[src/rtl/fifo_wr_arbiter_if.sv]
// Requester handshake and FIFO push signals shared by the write-side arbiter and its environment.
interface fifo_wr_arbiter_if #(
   parameter int REQ_COUNT  = 4,
   parameter int DATA_WIDTH = 32,
   parameter int ID_WIDTH   = 2
);
   logic [REQ_COUNT-1:0]            REQ_VALID;
   logic [REQ_COUNT-1:0]            REQ_LAST;
   logic [REQ_COUNT*DATA_WIDTH-1:0] REQ_DATA;
   logic [REQ_COUNT-1:0]            REQ_READY;
   logic                            W_nEN;
   logic [DATA_WIDTH-1:0]           W_DATA;
   logic [ID_WIDTH-1:0]             W_ID;
   logic                            W_FULL;
   logic [ID_WIDTH-1:0]             GRANT_ID;
   logic                            BUSY;
   logic                            ERR_TIMEOUT;

   modport master (
      input  REQ_VALID, REQ_LAST, REQ_DATA, W_FULL,
      output REQ_READY, W_nEN, W_DATA, W_ID, GRANT_ID, BUSY, ERR_TIMEOUT
   );

   modport slave (
      output REQ_VALID, REQ_LAST, REQ_DATA, W_FULL,
      input  REQ_READY, W_nEN, W_DATA, W_ID, GRANT_ID, BUSY, ERR_TIMEOUT
   );
endinterface

[src/rtl/fifo_wr_arbiter.sv]
// Packet-locked round-robin share of one FIFO push port; 1-cycle IDLE bubble per packet, W_FULL drops ready and push.
// FIFO_WR_ARB_TIMEOUT_EN adds a stall timeout that aborts a grant whose requester stays quiet for TIMEOUT_CYCLES.
module fifo_wr_arbiter #(
   parameter int REQ_COUNT      = 4,
   parameter int DATA_WIDTH     = 32,
   parameter int ID_WIDTH       = 2,
   parameter int TIMEOUT_CYCLES = 64
) (
   input  logic              w_clk,
   input  logic              nRST,
   fifo_wr_arbiter_if.master bus
);
   localparam int NSLOT = 1 << ID_WIDTH;

   typedef enum logic {IDLE, XFER} state_t;

   state_t                state;
   logic [ID_WIDTH-1:0]   rr_ptr;
   logic [ID_WIDTH-1:0]   grant_id;
   logic [ID_WIDTH-1:0]   winner;
   logic [ID_WIDTH-1:0]   next_ptr;
   logic                  busy;
   logic                  any_vld;
   logic                  push;
   logic                  grant_last;
   logic [NSLOT-1:0]      vld_ext;
   logic [NSLOT-1:0]      last_ext;
   logic [NSLOT-1:0]      ready_ext;
   logic [DATA_WIDTH-1:0] data_arr [NSLOT];
   int                    slot;

   if (REQ_COUNT < 2 || REQ_COUNT > 16 || REQ_COUNT > NSLOT) begin : g_bad_count
      $error("fifo_wr_arbiter: REQ_COUNT must be 2..16 and fit in ID_WIDTH");
   end
   if (TIMEOUT_CYCLES < 1 || TIMEOUT_CYCLES > 65535) begin : g_bad_timeout
      $error("fifo_wr_arbiter: TIMEOUT_CYCLES must be 1..65535");
   end

   // Pad per-requester vectors to the full ID space so grant_id indexes them directly.
   assign vld_ext  = NSLOT'(bus.REQ_VALID);
   assign last_ext = NSLOT'(bus.REQ_LAST);

   for (genvar gi = 0; gi < NSLOT; gi++) begin : g_slot
      if (gi < REQ_COUNT) begin : g_used
         assign data_arr[gi] = bus.REQ_DATA[gi*DATA_WIDTH +: DATA_WIDTH];
      end else begin : g_unused
         assign data_arr[gi] = '0;
      end
   end

   // Walk downward so the smallest offset from rr_ptr is the last (winning) assignment.
   always_comb begin
      winner  = rr_ptr;
      any_vld = 1'b0;
      slot    = 0;
      for (int k = REQ_COUNT - 1; k >= 0; k--) begin
         slot = int'(rr_ptr) + k;
         if (slot >= REQ_COUNT) slot = slot - REQ_COUNT;
         if (vld_ext[ID_WIDTH'(slot)]) begin
            winner  = ID_WIDTH'(slot);
            any_vld = 1'b1;
         end
      end
   end

   assign grant_last = last_ext[grant_id];
   assign push       = (state == XFER) && vld_ext[grant_id] && !bus.W_FULL;
   assign next_ptr   = (int'(grant_id) == REQ_COUNT - 1) ? '0 : grant_id + 1'b1;

   always_comb begin
      ready_ext = '0;
      if (state == XFER) ready_ext[grant_id] = ~bus.W_FULL;
   end

   assign bus.REQ_READY = ready_ext[REQ_COUNT-1:0];
   assign bus.W_nEN     = ~push;
   assign bus.W_DATA    = data_arr[grant_id];
   assign bus.W_ID      = grant_id;
   assign bus.GRANT_ID  = grant_id;
   assign bus.BUSY      = busy;

`ifdef FIFO_WR_ARB_TIMEOUT_EN
   logic [15:0] stall_cnt;
   logic        err_timeout;
   logic        stall;

   // Only requester silence counts; FIFO backpressure never ages the grant.
   assign stall           = (state == XFER) && !vld_ext[grant_id] && !bus.W_FULL;
   assign bus.ERR_TIMEOUT = err_timeout;
`else
   assign bus.ERR_TIMEOUT = 1'b0;
`endif

   always_ff @(posedge w_clk or negedge nRST) begin
      if (!nRST) begin
         state    <= IDLE;
         rr_ptr   <= '0;
         grant_id <= '0;
         busy     <= 1'b0;
`ifdef FIFO_WR_ARB_TIMEOUT_EN
         stall_cnt   <= '0;
         err_timeout <= 1'b0;
`endif
      end else begin
`ifdef FIFO_WR_ARB_TIMEOUT_EN
         err_timeout <= 1'b0;
`endif
         case (state)
            IDLE: begin
               if (any_vld) begin
                  grant_id <= winner;
                  busy     <= 1'b1;
                  state    <= XFER;
`ifdef FIFO_WR_ARB_TIMEOUT_EN
                  stall_cnt <= '0;
`endif
               end
            end
            XFER: begin
               if (push && grant_last) begin
                  rr_ptr <= next_ptr;
                  busy   <= 1'b0;
                  state  <= IDLE;
               end
`ifdef FIFO_WR_ARB_TIMEOUT_EN
               if (push) begin
                  stall_cnt <= '0;
               end else if (stall) begin
                  if (stall_cnt == 16'(TIMEOUT_CYCLES - 1)) begin
                     err_timeout <= 1'b1;
                     rr_ptr      <= next_ptr;
                     busy        <= 1'b0;
                     state       <= IDLE;
                  end else begin
                     stall_cnt <= stall_cnt + 16'd1;
                  end
               end
`endif
            end
            default: state <= IDLE;
         endcase
      end
   end
endmodule

[src/flat_wrapper.sv]
// flat-port wrapper written by rule: the top's interface ports become plain ports
module fifo_wr_arbiter_flat 
#(
   parameter int REQ_COUNT      = 4,
   parameter int DATA_WIDTH     = 32,
   parameter int ID_WIDTH       = 2,
   parameter int TIMEOUT_CYCLES = 64
)
  (w_clk, nRST, bus_REQ_VALID, bus_REQ_LAST, bus_REQ_DATA, bus_W_FULL, bus_REQ_READY, bus_W_nEN, bus_W_DATA, bus_W_ID, bus_GRANT_ID, bus_BUSY, bus_ERR_TIMEOUT);
  fifo_wr_arbiter_if #(.REQ_COUNT(REQ_COUNT), .DATA_WIDTH(DATA_WIDTH), .ID_WIDTH(ID_WIDTH)) bus_i ();
  input  logic w_clk;
  input  logic nRST;
  input wire logic [$bits(bus_i.REQ_VALID)-1:0] bus_REQ_VALID;
  input wire logic [$bits(bus_i.REQ_LAST)-1:0] bus_REQ_LAST;
  input wire logic [$bits(bus_i.REQ_DATA)-1:0] bus_REQ_DATA;
  input wire logic [$bits(bus_i.W_FULL)-1:0] bus_W_FULL;
  output wire logic [$bits(bus_i.REQ_READY)-1:0] bus_REQ_READY;
  output wire logic [$bits(bus_i.W_nEN)-1:0] bus_W_nEN;
  output wire logic [$bits(bus_i.W_DATA)-1:0] bus_W_DATA;
  output wire logic [$bits(bus_i.W_ID)-1:0] bus_W_ID;
  output wire logic [$bits(bus_i.GRANT_ID)-1:0] bus_GRANT_ID;
  output wire logic [$bits(bus_i.BUSY)-1:0] bus_BUSY;
  output wire logic [$bits(bus_i.ERR_TIMEOUT)-1:0] bus_ERR_TIMEOUT;
  assign bus_i.REQ_VALID = bus_REQ_VALID;
  assign bus_i.REQ_LAST = bus_REQ_LAST;
  assign bus_i.REQ_DATA = bus_REQ_DATA;
  assign bus_i.W_FULL = bus_W_FULL;
  assign bus_REQ_READY = bus_i.REQ_READY;
  assign bus_W_nEN = bus_i.W_nEN;
  assign bus_W_DATA = bus_i.W_DATA;
  assign bus_W_ID = bus_i.W_ID;
  assign bus_GRANT_ID = bus_i.GRANT_ID;
  assign bus_BUSY = bus_i.BUSY;
  assign bus_ERR_TIMEOUT = bus_i.ERR_TIMEOUT;
  fifo_wr_arbiter #(.REQ_COUNT(REQ_COUNT), .DATA_WIDTH(DATA_WIDTH), .ID_WIDTH(ID_WIDTH), .TIMEOUT_CYCLES(TIMEOUT_CYCLES)) u_core (.w_clk(w_clk), .nRST(nRST), .bus(bus_i));
endmodule
[config.mk]
export PLATFORM = sky130hd
export DESIGN_NAME = fifo_wr_arbiter_flat
export DESIGN_NICKNAME = d
export VERILOG_FILES = /design/src/rtl/fifo_wr_arbiter_if.sv /design/src/rtl/fifo_wr_arbiter.sv /design/src/flat_wrapper.sv
export SDC_FILE = /design/constraint.sdc
export NUM_CORES = 1
export LEC_CHECK = 0
export BUFFER_PORTS_ARGS = -buffer_cell sky130_fd_sc_hd__buf_2
export CAP_MARGIN = 0
export CORE_AREA = 2 2 70 72
export CTS_BUF_LIST = sky130_fd_sc_hd__clkbuf_8
export CTS_CLUSTER_SIZE = 30
export DETAILED_ROUTE_END_ITERATION = 10
export DIE_AREA = 0 0 72 74
export PLACE_DENSITY = 0.78
export SYNTH_ARGS = -nofsm -noshare
export SYNTH_HDL_FRONTEND = slang
export SYNTH_SLANG_ARGS = --single-unit
[constraint.sdc]
create_clock -name w_clk -period 1.8 [get_ports w_clk]
set_input_delay 0.18 -clock w_clk [delete_from_list [all_inputs] [get_ports w_clk]]
set_output_delay 0.18 -clock w_clk [all_outputs]
set_load 0.02 [all_outputs]
# ---- Yosys cells after proc, flatten, opt, wreduce, memory -nomap -nowiden
# Index checks and enable logic that the tools add are counted.
dict set report word_totals {
  ff_bits 6
  latch_bits 0
  mem_bits_rw 0
  mem_bits_ro 0
  word_cells 80
  mem_count 0
}
dict set report classes {
  add_sub_neg 8
  n_mul 0
  div 0
  n_lt_le_gt_ge 11
  eq_ne 3
  shifts 0
  mux 41
  bitwise_logic 5
  reduce_logical 8
}
# operator count
set ops {}
lappend ops {{binary-select mux 32 bit (select 2 bit)} 1}
lappend ops {{2-to-1 mux 32 bit} 2}
lappend ops {{2-to-1 mux 1 bit} 19}
lappend ops {{2-to-1 mux 2 bit} 9}
lappend ops {{less-than comparator 2 x 4 -> 1 bit (second input constant)} 4}
lappend ops {{binary-select mux 1 bit (select 2 bit)} 6}
lappend ops {{>= comparator 3 bit (second input constant)} 4}
lappend ops {{subtractor 2 x 1 -> 2 bit (second input constant)} 4}
lappend ops {{adder 2 x 2 -> 3 bit (second input constant)} 2}
lappend ops {{AND reduction 2 bit} 3}
lappend ops {{bitwise AND 4 bit} 1}
lappend ops {{logical AND 1 bit} 4}
lappend ops {{2-to-1 mux 4 bit} 1}
lappend ops {{case mux 1 bit (2 select lines)} 2}
lappend ops {{adder 2 x 1 -> 3 bit (second input constant)} 1}
lappend ops {{>= comparator 2 x 3 -> 1 bit (second input constant)} 1}
lappend ops {{less-than comparator 2 x 3 -> 1 bit (second input constant)} 1}
lappend ops {{NOT 1 bit} 3}
lappend ops {{NOT 2 -> 3 bit} 1}
lappend ops {{adder 2 x 1 -> 2 bit (second input constant)} 1}
lappend ops {{demux 1 bit (select 2 bit)} 1}
lappend ops {{== test 2 x 1 -> 1 bit (second input constant)} 1}
lappend ops {{>= comparator 2 x 1 -> 1 bit (second input constant)} 1}
lappend ops {{!= test 2 x 1 -> 1 bit (second input constant)} 1}
lappend ops {{other kinds (2)} 2}

# ---- Longest topological paths before layout
dict set report logic_depth {
  ltp_word 12
  ltp_mapped 5
  ltp_nobuf 4
}

# ---- Least setup slack after synthesis
# OpenSTA, ideal clock, no wires.
dict set report synth_path {
  kind {flip-flop to flip-flop}
  startpoint {register u_core.grant_id[0] (netlist: u_core.bus.GRANT_ID[0])}
  endpoint {register u_core.rr_ptr[0]}
  t_arrival_ps 1739
  t_required_ps 1672
  setup_slack_ps -67
  stages_incl_launch_ff 6
  path_buffers 1
  period_less_slack_ps 1867
  path_cell_list {dfrtp_1 buf_6 inv_2 mux4_2 nor3_4 mux2_1}
}
dict set report synth_via {
  elab_chain_len 6
  elab_cells_between_ends 11
  classes_between {add/sub (1); eq/ne (1); mux (5); reduce/logical (4)}
}
# item line_no
set synth_lines {}
lappend synth_lines {{start, declared} fifo_wr_arbiter.sv:19} ;# logic [ID_WIDTH-1:0] grant_id;
lappend synth_lines {{start signal, assigned} fifo_wr_arbiter.sv:111} ;# grant_id <= winner;
lappend synth_lines {{binary-select mux 1 bit (select 2 bit)} fifo_wr_arbiter.sv:67} ;# assign push = (state == XFER) && vld_ext[grant_id] && !bus.W_FULL;
lappend synth_lines {{2-to-1 mux 1 bit (not written as such)} fifo_wr_arbiter.sv:67}
lappend synth_lines {{logical AND 1 bit (2 in series)} fifo_wr_arbiter.sv:67}
lappend synth_lines {{logical AND 1 bit} fifo_wr_arbiter.sv:120} ;# if (push && grant_last) begin
lappend synth_lines {{AND reduction 2 bit (no source line)} -}
lappend synth_lines {{end signal, assigned} fifo_wr_arbiter.sv:121} ;# rr_ptr <= next_ptr;
lappend synth_lines {{end, declared} fifo_wr_arbiter.sv:18} ;# logic [ID_WIDTH-1:0] rr_ptr;
# Several ways; a longest one is shown, not always the timed one. The select of a mux whose other input is x is not followed.
# A chain may end at the register's enable or synchronous reset.

# ---- Final worst setup path
dict set report layout_path {
  startpoint {register u_core.grant_id[0] (netlist: u_core.bus.GRANT_ID[0])}
  endpoint {output bus_W_DATA[30]}
}
dict set report layout_via {
  elab_chain_len 4
}
# item line_no
set layout_lines {}
lappend layout_lines {{NOT 2 -> 3 bit (not written as such)} fifo_wr_arbiter.sv:77} ;# assign bus.W_DATA = data_arr[grant_id];
lappend layout_lines {{binary-select mux 32 bit (select 2 bit)} fifo_wr_arbiter.sv:77}
lappend layout_lines {{2-to-1 mux 32 bit (not written as such) (2 in series)} fifo_wr_arbiter.sv:77}
lappend layout_lines {{end, declared} flat_wrapper.sv:19} ;# output wire logic [$bits(bus_i.W_DATA)-1:0] bus_W_DATA;
# No other way between the ends. The select of a mux whose other input is x is not followed.

==> results.cfg <==
[logic_synthesis]
avgSynthCellArea_sq_um = 13.31
ys_ff_latch = 6
netlist_area_sq_um = 1251
yosysWarnings = 0
syn_inst = 94
synth_fa_ha_area_share_pct = 4.000
synth_nets = 237
synth_xor_area_share_pct = 0
synth.distinct_cells = 25
muxShareOfSynthArea_pct = 63.00
yosys.area_share.simple_pct = 8.700
synth_top_family_by_area = multiplexers
synth_compound_area_share_pct = 5.300
ys_seq_area_share_pct = 12.00

[clock_tree]
numCtsBuffers = 3
clock_latency_ps = 230
ctsHtreeMaxLevel = 1
clock_sinks = 6
clockRootBuffer = clkbuf_8
clkTransAtPathRegs_ps = 40
clockBufferDepth = 2
cts_tree = built

[sta]
min_period_ps = 1747
max_freq_ghz = 0.5723
rsz0062_at_grt = yes
whs_ps = 296.3
fin_crit_sh_pct = 97.08
hold_viol_final = 0
setup_viol = 0
skew_ps = 5.911
final_max_slew_viol_count = 0

[place]
place.gp.congestion = 0.9229
portBuffers = 180
dp_hpwl_mm = 5.069
dp.cells = 323

[layout]
final.fill_count = 454
nets = 420
final_cell_count_no_fill = 331
final_layout_size_suffix_gt1_share_pct = 82.61
syn_to_final_growth_pct = 83.00

[run_status]
status = finished clean

[setup_path]
crit_required_ps = 1620
critPathArrivalTime_ps = 1570
cp-end-kind = output pin
r2r-start = u_core.bus.GRANT_ID[0]$_DFFE_PN0P_
cp_max_fo = 19
cp-start-kind = register
critPathLaunch = u_core.bus.GRANT_ID[0]$_DFFE_PN0P_
worstSetupPathType = reg -> out
reg2reg_slack_ps = 60

[power]
power.leakage_nw = 1.192
ir_drop_mv = 0.6717
p_per_area_nw_per_um2 = 1352
p_total_mw = 3.095

[detailed_routing]
firstDrtPassIters = 4
routed_wirelength_mm = 5.657
drc = 0
antenna_left = 0
drtIter0Drc = 33
avgRoutedWirePerCell_microns = 17.09
viasPerCell = 5.030
via_count = 1665

[flow_run]
drv_cap = 0

[die]
dieWidth_microns = 72
die_h_microns = 74
initial_utilization_pct = 27.21
ioPinCount = 182
dieArea_sq_um = 5328
num_rows = 25
core_area_sq_um = 4598

[global_routing]
antenna_found_initial = 2
grt_pass1_vias = 1601
grt_use_total_pct = 18.78
grt_max_degree = 20
grt_pass1_wl_mm = 7.569
globalRoute.totalOverflow = 0

[worst_hold_path]
min-delay-path-class = in -> async
[power breakdown]
group          switching, mW  total [mW]  internal [mW]
sequential            0.0851       0.286          0.201
clock                 0.0609       0.208          0.147
combinational           1.37        2.60           1.23
[layout by cell type, fill, tap and decap left out, drive strengths merged, types with 2 or more instances in the layout]
cell type    n
buf        188
a22o         2
nor2         5
ha           4
o21ai        2
clkbuf       3
and2         4
nand2        8
dfrtp        6
inv          6
nor3         2
a21oi        3
mux4        34
mux2         2
[per-stage QoR]
stage | setup WS, ps | TNS (ps) | area (sq um) | utilization [%]
detailed placement | 86.48 | 0 | 2201 | 47.86
global route | -15.19 | -19.35 | 2287 | 49.74
global placement | 156.5 | 0 | 2201 | 47.86
floorplan | -26.16 | -52.33 | 1252 | -
finish | 52.60 | 0 | 2290 | 49.80
CTS | -4.298 | -4.298 | 2267 | 49.31
[worst max-delay path, cell delays in order, from the launching register on]
cell	delay, ps
dfrtp_2	410
buf_12	210
mux4_2	530
buf_2	180
[logic make-up (layout without fill, tap and decap cells)]
group,after synthesis,after routing
AOI/OAI and AO/OA,10,10
adders and majority gates,4,4
buffers and inverters,16,198
DFF,6,6
muxes,36,36
other,1,2
and+or+nand+nor,21,21
[flip-flops by register name, summed over array words and instances, names as in the netlist]
register             count
u_core.rr_ptr            2
u_core.bus.GRANT_ID      2
u_core.bus.BUSY          1
u_core.state             1
[final timing paths]
path,to,depth (start not counted)
hold / removal,u_core.rr_ptr[1]$_DFFE_PN0P_,2
setup / recovery,bus_W_DATA[30],3
hold reg to reg,u_core.bus.BUSY$_DFFE_PN0P_,2
min in group w_clk,u_core.state$_DFF_PN0_,3
setup reg to reg,u_core.rr_ptr[1]$_DFFE_PN0P_,4
max in group asynchronous,u_core.bus.GRANT_ID[0]$_DFFE_PN0P_,2
[per-layer routing]
metal	up-vias	wire [microns]	GRT usage [%]	share of wire, %
met5	-	12	0	0.21
met4	2	120	6.499	2.1
met3	16	497	4.878	8.8
met2	98	2991	33.95	53
met1	794	2035	21.71	36
li1	755	-	-	-
[area by class of cell]
type / instances / area [sq um] / share of cell area [%]
diodes: 1 / 2.502 / 0.1093
clock buffers: 3 / 41.29 / 1.803
clock inverters: 1 / 3.754 / 0.1639
inverters: 5 / 18.77 / 0.8197
multi-input cells: 72 / 1017 / 44.43
flip-flops and latches: 6 / 151.4 / 6.612
well taps: 54 / 67.56 / 2.951
repair buffers: 189 / 987.2 / 43.11
[synth_stat cells]
| library cell | number | share of area (%) |
|---|---|---|
| nor2_1 | 5 | 1.5 |
| nand2_1 | 8 | 2.4 |
| nor3b_1 | 1 | 0.60 |
| o41ai_1 | 1 | 0.70 |
| inv_2 | 1 | 0.30 |
| dfrtp_1 | 6 | 12 |
| and2_1 | 4 | 2.0 |
| mux4_2 | 34 | 61 |
| a22o_1 | 2 | 1.4 |
| nor2b_1 | 1 | 0.50 |
| o31ai_1 | 1 | 0.60 |
| conb_1 | 1 | 0.30 |
| ha_1 | 4 | 4.0 |
| buf_6 | 1 | 0.90 |
| buf_4 | 3 | 1.8 |
| a211oi_1 | 1 | 0.60 |
| mux2_1 | 2 | 1.8 |
| nor3_4 | 1 | 1.3 |
| nor3_1 | 1 | 0.40 |
| a21oi_1 | 3 | 1.2 |
| inv_1 | 4 | 1.2 |
| o21ai_0 | 2 | 0.80 |
| buf_2 | 4 | 1.6 |
| buf_1 | 1 | 0.30 |
| clkbuf_1 | 2 | 0.60 |
[timing repair]
item / 4_1_cts / 5_1_grt
cloned: 0 / 0
setup buffers: 0 / 2
setup endpoints to repair: 17 / 19
resized for setup: 3 / 1
hold buffers: 1 / 0
endpoints found under the hold margin: 6 / 0
pin swaps: 0 / 0
No activity file was read; power rests on OpenSTA's default activity.
